===== src/rtl/adder_share_arb_pkg.sv =====
// Shared definitions for the round-robin adder-sharing block: sizing
// constants, the id-width helper and the registered result record.
package adder_share_arb_pkg;

  localparam int DEFAULT_NUM_REQ = 4;
  localparam int NIBBLE_W        = 4;

  // Widest requester index ever stored; eight requesters is the upper limit.
  localparam int MAX_ID_W        = 3;

  // Number of bits needed to index n items, never less than one.
  function automatic int idWidth(input int n);
    int w;
    w = $clog2(n);
    return (w < 1) ? 1 : w;
  endfunction

  // One completed addition as it sits in the output register.
  typedef struct packed {
    logic                carry;
    logic [NIBBLE_W-1:0] sum;
    logic [MAX_ID_W-1:0] id;
  } result_t;

endpackage


===== src/rtl/adder_share_arb_rr_pick.sv =====
// Combinational round-robin picker: rotates the request vector so the
// pointer position sits at bit 0, takes the lowest set bit, then rotates
// the winning position back into absolute requester numbering.
module adder_rr_pick
  import adder_share_arb_pkg::*;
#(
  parameter int N     = DEFAULT_NUM_REQ,
  parameter int PTR_W = idWidth(DEFAULT_NUM_REQ)
) (
  input  logic [N-1:0]     i_req,
  input  logic [PTR_W-1:0] i_ptr,
  input  logic             i_en,
  output logic [N-1:0]     o_gnt,
  output logic [PTR_W-1:0] o_idx
);

  logic [2*N-1:0]  w_dbl;
  logic [N-1:0]    w_rot;
  logic [PTR_W:0]  w_pos;
  logic            w_found;
  logic [PTR_W-1:0] w_idx;

  // Rotate, find the first requester at or after the pointer, rotate back.
  always_comb begin
    w_dbl   = {i_req, i_req} >> i_ptr;
    w_rot   = w_dbl[N-1:0] & {N{i_en}};
    w_found = 1'b0;
    w_pos   = '0;
    for (int k = 0; k < N; k++) begin
      if (!w_found && w_rot[k]) begin
        w_found = 1'b1;
        w_pos   = {1'b0, i_ptr} + (PTR_W+1)'(k);
      end
    end
    if (w_pos >= (PTR_W+1)'(N)) begin
      w_pos = w_pos - (PTR_W+1)'(N);
    end
    w_idx = w_pos[PTR_W-1:0];
    o_gnt = '0;
    if (w_found) begin
      o_gnt[w_idx] = 1'b1;
    end
  end

  assign o_idx = w_idx;

endmodule


===== src/rtl/bit4_adder.sv =====
// Plain 4-bit adder with carry-out and no carry-in; this is the single
// arithmetic resource that the requesters take turns using.
module bit4_adder (
  input  logic [3:0] a,
  input  logic [3:0] b,
  output logic [3:0] sum,
  output logic       carry
);

  assign {carry, sum} = {1'b0, a} + {1'b0, b};

endmodule


===== src/rtl/adder_share_arb.sv =====
// Shares one 4-bit adder between NUM_REQ requesters. One add is accepted
// per cycle in round-robin order, the result lands in a single registered
// slot tagged with the owner's index, and the slot drains under
// valid/ready backpressure.
module adder_share_arb
  import adder_share_arb_pkg::*;
#(
  parameter int NUM_REQ = DEFAULT_NUM_REQ,
  parameter int ID_W    = 2,
  parameter int CNT_W   = 16
) (
  input  logic                      clk,
  input  logic                      rst_n,
  input  logic [NUM_REQ-1:0]        req_valid,
  input  logic [NIBBLE_W*NUM_REQ-1:0] req_a,
  input  logic [NIBBLE_W*NUM_REQ-1:0] req_b,
  output logic [NUM_REQ-1:0]        req_ready,
  output logic                      res_valid,
  output logic [NIBBLE_W-1:0]       res_sum,
  output logic                      res_carry,
  output logic [ID_W-1:0]           res_id,
  input  logic                      res_ready,
  output logic [CNT_W-1:0]          op_count
);

  logic                w_canAccept;
  logic [NUM_REQ-1:0]  w_gnt;
  logic [ID_W-1:0]     w_gntIdx;
  logic                w_anyGnt;
  logic [ID_W-1:0]     w_ptrNext;
  logic [NIBBLE_W-1:0] w_a;
  logic [NIBBLE_W-1:0] w_b;
  logic [NIBBLE_W-1:0] w_sum;
  logic                w_carry;

  result_t             r_res;
  logic                r_resValid;
  logic [CNT_W-1:0]    r_opCount;
  logic [ID_W-1:0]     r_ptr;

  // The slot can take a new result if it is empty or is being drained now.
  assign w_canAccept = !r_resValid || res_ready;

  adder_rr_pick #(
    .N     (NUM_REQ),
    .PTR_W (ID_W)
  ) u_pick (
    .i_req (req_valid),
    .i_ptr (r_ptr),
    .i_en  (w_canAccept),
    .o_gnt (w_gnt),
    .o_idx (w_gntIdx)
  );

  assign w_anyGnt  = |w_gnt;
  assign req_ready = w_gnt;

  // The grant index selects the winner's operand nibbles.
  assign w_a = req_a[NIBBLE_W*w_gntIdx +: NIBBLE_W];
  assign w_b = req_b[NIBBLE_W*w_gntIdx +: NIBBLE_W];

  bit4_adder u_adder (
    .a     (w_a),
    .b     (w_b),
    .sum   (w_sum),
    .carry (w_carry)
  );

  // Priority moves to the requester just after the one granted, wrapping.
  always_comb begin
    w_ptrNext = w_gntIdx + 1'b1;
    if (w_gntIdx == ID_W'(NUM_REQ-1)) begin
      w_ptrNext = '0;
    end
  end

  // Result slot, drain counter and round-robin pointer.
  always_ff @(posedge clk or negedge rst_n) begin
    if (!rst_n) begin
      r_res      <= '0;
      r_resValid <= 1'b0;
      r_opCount  <= '0;
      r_ptr      <= '0;
    end else begin
      if (r_resValid && res_ready) begin
        r_opCount <= r_opCount + 1'b1;
      end
      if (w_anyGnt) begin
        r_res.carry <= w_carry;
        r_res.sum   <= w_sum;
        r_res.id    <= MAX_ID_W'(w_gntIdx);
        r_resValid  <= 1'b1;
        r_ptr       <= w_ptrNext;
      end else if (res_ready) begin
        r_resValid  <= 1'b0;
      end
    end
  end

  assign res_valid = r_resValid;
  assign res_sum   = r_res.sum;
  assign res_carry = r_res.carry;
  assign res_id    = ID_W'(r_res.id);
  assign op_count  = r_opCount;

endmodule


===== config.mk =====
export PLATFORM = sky130hd
export DESIGN_NAME = adder_share_arb
export DESIGN_NICKNAME = d
export VERILOG_FILES = /design/src/rtl/adder_share_arb_pkg.sv /design/src/rtl/adder_share_arb_rr_pick.sv /design/src/rtl/bit4_adder.sv /design/src/rtl/adder_share_arb.sv
export SDC_FILE = /design/constraint.sdc
export NUM_CORES = 1
export LEC_CHECK = 0
export BUFFER_PORTS_ARGS = -buffer_cell sky130_fd_sc_hd__buf_2
export CORE_ASPECT_RATIO = 1.2
export CORE_MARGIN = 1.5
export CORE_UTILIZATION = 30
export DETAILED_ROUTE_END_ITERATION = 8
export GPL_ROUTABILITY_DRIVEN = 1
export MAX_ROUTING_LAYER = met4
export PLACE_DENSITY = 0.65
export SYNTH_ARGS = -nofsm -noshare
export SYNTH_HDL_FRONTEND = slang
export SYNTH_HIERARCHICAL = 1
export SYNTH_SLANG_ARGS = --single-unit

===== constraint.sdc =====
create_clock -name clk -period 4.9 [get_ports clk]
set_input_delay 0.245 -clock clk [delete_from_list [all_inputs] [get_ports clk]]
set_output_delay 0.245 -clock clk [all_outputs]
set_load 0.01 [all_outputs]

### Yosys cells after proc, flatten, opt, wreduce, memory -nomap -nowiden

Index checks and enable logic that the tools add are counted.

| storage, ports and cells | value |
|---|---|
| bits in registers | 26 |
| input bits | 39 |
| word-level logic and storage cells | 48 |

| cells by class | value |
|---|---|
| add/sub/neg operators | 7 |
| order comparisons | 3 |
| equality and inequality tests | 1 |
| shift operators | 3 |
| multiplexer cells | 15 |
| bitwise operators | 1 |
| reduce and logical (&&, ||, !) cells | 12 |

Operators with widths:

| operator | number |
|---|---|
| 16-bit by 5-bit indexed part select with 4-bit output | 2 |
| 16-bit by 1-bit adder with 16-bit output, second input constant | 1 |
| 3-bit two-way mux | 3 |
| 8-bit by 2-bit >> shifter with 4-bit output | 1 |
| 1-bit two-way mux | 7 |
| 2-bit by 2-bit adder with 3-bit output, second input constant | 2 |
| 2-bit two-way mux | 3 |
| 4-bit by 4-bit adder with 5-bit output | 1 |
| 1-bit logical AND | 5 |
| 4-bit AND | 1 |
| 1-bit zero test | 4 |
| 4-bit two-way mux | 1 |
| 4-bit OR reduction | 1 |
| 2-bit by 1-bit adder with 3-bit output, second input constant | 1 |
| 3-bit greater-or-equal comparator, second input constant | 1 |
| 2-bit by 3-bit less-than comparator with 1-bit output, second input constant | 1 |
| 2-bit by 1-bit adder with 2-bit output, second input constant | 1 |
| 1-bit demux with 2-bit select | 1 |
| 2-bit equality test, second input constant | 1 |
| 2-bit by 1-bit greater-or-equal comparator with 1-bit output, second input constant | 1 |
| 2-bit nonzero test | 1 |
| 2-bit by 1-bit subtractor with 2-bit output, second input constant | 1 |
| 1-bit logical OR | 1 |

### Logic depth before layout (Yosys ltp)

| depth | value |
|---|---|
| word-level depth | 22 |
| mapped depth | 14 |
| mapped depth without buffers | 13 |

### Modules after synthesis

The synthesis kept the hierarchy.

Modules (own cells, without submodules):

| module | instances | cells an instance | area an instance (um2) | seq. area each (um2) |
|---|---|---|---|---|
| adder_share_arb | 1 | 96 | 1287.5 | 650.6 |
| adder_rr_pick | 1 | 27 | 172.7 | 0.0 |
| bit4_adder | 1 | 16 | 136.4 | 0.0 |

### Worst setup path before layout

No wires, ideal clock.

| timing | value |
|---|---|
| path kind | reg2reg |
| start | reg r_ptr[1] |
| end | reg r_res, in the netlist res_carry |
| library setup time | 0.125 ns |
| arrival time | 2.676 ns |
| required time | 4.775 ns |
| slack | 2.099 ns |
| cell stages (with the launch flop) | 13 |
| period minus slack after synthesis | 2.801 ns |
| cells stage by stage | dfrtp_1 and3b_4 nor3_1 and2_1 buf_2 mux4_2 ha_1 inv_1 fa_1 nor2b_1 o21ai_0 nand2b_1 mux2_2 |

| on the way | value |
|---|---|
| elaborated cells on any way between the ends | 32 |

RTL lines:

| element | RTL line | source |
|---|---|---|
| start, declared | adder_share_arb.sv:39 | `logic [ID_W-1:0] r_ptr;` |
| start signal, assigned | adder_share_arb.sv:93 | `r_ptr <= w_ptrNext;` |
| 8-bit by 2-bit >> shifter with 4-bit output | adder_share_arb_rr_pick.sv:25 | `w_dbl = {i_req, i_req} >> i_ptr;` |
| 4-bit AND | adder_share_arb_rr_pick.sv:26 | `w_rot = w_dbl[N-1:0] & {N{i_en}};` |
| 1-bit two-way mux | adder_share_arb_rr_pick.sv:30 | `if (!w_found && w_rot[k]) begin` |
| 1-bit zero test | adder_share_arb_rr_pick.sv:30 |  |
| 1-bit logical AND | adder_share_arb_rr_pick.sv:30 |  |
| 1-bit two-way mux | adder_share_arb_rr_pick.sv:30 |  |
| 1-bit zero test | adder_share_arb_rr_pick.sv:30 |  |
| 1-bit logical AND | adder_share_arb_rr_pick.sv:30 |  |
| (+3 left out) | -- |  |
| 3-bit two-way mux * | adder_share_arb_rr_pick.sv:30 |  |
| 3-bit greater-or-equal comparator or 2-bit by 1-bit subtractor with 2-bit output (tied branches) | adder_share_arb_rr_pick.sv:35, adder_share_arb_rr_pick.sv:36 |  |
| 2-bit two-way mux * | adder_share_arb_rr_pick.sv:35 | `if (w_pos >= (PTR_W+1)'(N)) begin` |
| via w_gntIdx[0] | adder_share_arb.sv:28 | `logic [ID_W-1:0] w_gntIdx;` |
| 16-bit by 5-bit indexed part select with 4-bit output * | adder_share_arb.sv:59 | `assign w_a = req_a[NIBBLE_W*w_gntIdx +: NIBBLE_W];` |
| via w_a[0] | adder_share_arb.sv:31 | `logic [NIBBLE_W-1:0] w_a;` |
| 4-bit by 4-bit adder with 5-bit output * | bit4_adder.sv:10 | `assign {carry, sum} = {1'b0, a} + {1'b0, b};` |
| via w_carry | adder_share_arb.sv:34 | `logic w_carry;` |
| end, declared | adder_share_arb.sv:36 | `result_t r_res;` |

Mark *: on every way through the listed nets, which the timed path passes. The rest lies on a longest branch.
A chain may end at the register's enable or synchronous reset.

### Worst setup path after layout

Same ends and word-level chain as after synthesis.

==> qor.txt <==
Status = completed
Final TNS setup = 0 ns
First-pass GRT wire length = 5750 um
RSZ-0062 raised after global routing = no
Fin util = 0.411
Async set-reset flop share out of synthesis = 1.00
Core box area = 5040 sq um
Syn_area_per_cell = 11.5 sq um
CP delay by family, top = simple AND/OR/NAND/NOR gates
CP peak stage delay = 0.58 ns
CTS tree = built
Die Width = 69.6 um
Ports = 67
Post-Layout Cell Count = 267
Total Routed Length = 3160 um
Pre-CTS setup slack = 1.78 ns
CTS buffer count = 3
N_diodes = 0
Startpoint Class = register
Final worst path period share = 0.636
Share of layout cells above drive strength 1 = 0.454
Data arrival, critical path = 3.28 ns
I/O Buffers = 66
H-Tree Level Count = 1
Postcts setup bufs = 0
All-Layer GR Usage = 0.121
Area of the mapped netlist = 1600 sq um
Max VDD drop = 0.000222 V
DP Area = 1990 sq um
P_leak = 1.04 nW
CP Data Required Time = 5.06 ns
Synth Flop Type = dfrtp_1
Max cap viols = 0
Die height = 82.9 um
DRT antenna net count = 0
DR vias/cell = 4.86
Initial antenna violation count = 0
Clock Latency Late Sink = 0.27 ns
Initial core utilization = 0.316
Most frequent cell after synthesis = dfrtp_1
Min Tclk post-route = 3.12 ns
Post-route DRC = 0
Final Skew = 0.00401 ns
Syn Inst Count = 139
Final nets = 254
Top cell type by total area after synthesis = dfrtp_1
CP Depth = 11
Clock transition at path regs = 0.09 ns
Worst Tran Pin Value = 0.601 ns
Cell Rows = 28
Relative slew slack = 0.600
Hold path depth = 3
Seq/Total Area, Yosys = 0.408
Synth top cells by count = dfrtp_1 (26), xnor2_1 (11), nand2_1 (10)
Post-synth EDFFs = 0
Synthesized flop and latch total = 26
Post-route total power = 1.08 mW
Distinct cells, synth = 37
Critical path, cell by cell = and3b_4, nor3_1, and2_1, mux4_2, ha_1, inv_1, fa_1, nor2b_1, o21ai_0, nand2b_1, mux2_2
Hold Buf Count CTS = 1
Max Root-Sink Buffers = 2
Worst path slowest cell = mux4_2
GPL Wtd Cong = 0.738
Post-Place Cells = 262
Root Driver = clkbuf_8
WHS = 0.288 ns
Pwr Density = 521 nW/um^2
Area growth syn-to-layout = 29.8%
Max frequency = 0.321 GHz
Vias post-DR = 1297
Design area = 2070 sq um
YS warnings = 6
Post-CTS resize count = 0
CP endpoint kind = register
Setup-failing EPs final = 0
HP Class = input port to register
Routed len/inst = 11.8 um
Final WS setup = 1.78 ns
Slew Viols, Final = 0
Area share of the largest cell type after synthesis = 0.408
Hold Violations, Final = 0
1st-pass router iterations = 2
Die ar. = 5770 sq um
Syn Nets = 185
Dpl hpwl = 2530 um
CTS Sinks = 26
Worst R2R Path Depth = 11
Gr ovfl total = 0
WP buf/inv = 1
Vias in the first global route = 1298
Starting DRT DRC Count = 20
Worst-path fanout max = 11
Top cells by area, synth = dfrtp_1 (41%), mux4_2 (11%), xnor2_1 (6.0%), mux2_2 (4.9%), ha_1 (4.7%)
Largest net degree at the start of global routing = 27
Crit path kind = register to register
worst reg2reg max path, stage by stage, from the launching register on:
cell and delay (ns):
dfrtp_1 0.46, and3b_4 0.23, nor3_1 0.20, and2_1 0.54
mux4_2 0.58, ha_1 0.23, inv_1 0.07, fa_1 0.20
nor2b_1 0.05, o21ai_0 0.14, nand2b_1 0.06, mux2_2 0.25
power breakdown:
group | leakage, nW | internal (mW) | switching [mW]
combinational | 0.671 | 0.295 | 0.259
sequential | 0.332 | 0.284 | 0.0643
clock | 0.0357 | 0.109 | 0.0687
logic make-up after synthesis:
logic type,count (synthesis),share of synthesized area
xor+xnor,17,0.0933
simple gates,49,0.179
flops,26,0.408
mux,17,0.176
buf+inv,11,0.0321
fa+ha+maj,7,0.0596
compound gates,12,0.0525
final cells by class:
cell class                      count  area (sq um)
Tap cell                           60          75.1
Multi-Input combinational cell    102           901
Fill cell                         512          2970
Sequential cell                    26           651
Timing Repair Buffer               68           348
Clock inverter                      1          30.0
Inverter                            7          26.3
Clock buffer                        3          41.3
final timing paths:
check | start | endpoint | slack [ns]
setup / recovery | r_ptr[1] | res_carry | 1.78
hold / removal | res_ready | op_count[0] | 0.29
setup reg to reg | r_ptr[1] | res_carry | 1.78
hold reg to reg | op_count[15] | op_count[15] | 0.48
max in group asynchronous | rst_n | res_carry | 4.00
min in group asynchronous | rst_n | op_count[0] | 0.51
layout by cell type, fill, tap and decap left out, types with 2 or more instances in the layout:
cell	n
nor2_1	8
nor4_2	2
o21ai_0	3
mux2_2	7
dfrtp_1	26
nand3_1	3
mux4_2	8
nand4_1	5
a21oi_1	3
inv_1	7
xor2_1	6
xnor2_1	11
nand2b_1	7
buf_2	66
mux2_1	2
nor2b_1	2
ha_1	6
nor3_1	4
nand2_1	10
clkbuf_8	3
registers in the layout, summed over array words and instances (netlist names):
name / cells
op_count: 16
res_valid: 1
r_ptr: 2
res_carry: 1
res_id: 2
res_sum: 4
metal layers:
layer	vias up	track usage	routed length, um
li1	628	-	-
met1	614	0.145	1350
met4	0	0.0160	15
met5	-	-	0
met2	53	0.215	1580
met3	2	0.0255	210
Power figures use the tool's default switching activity.
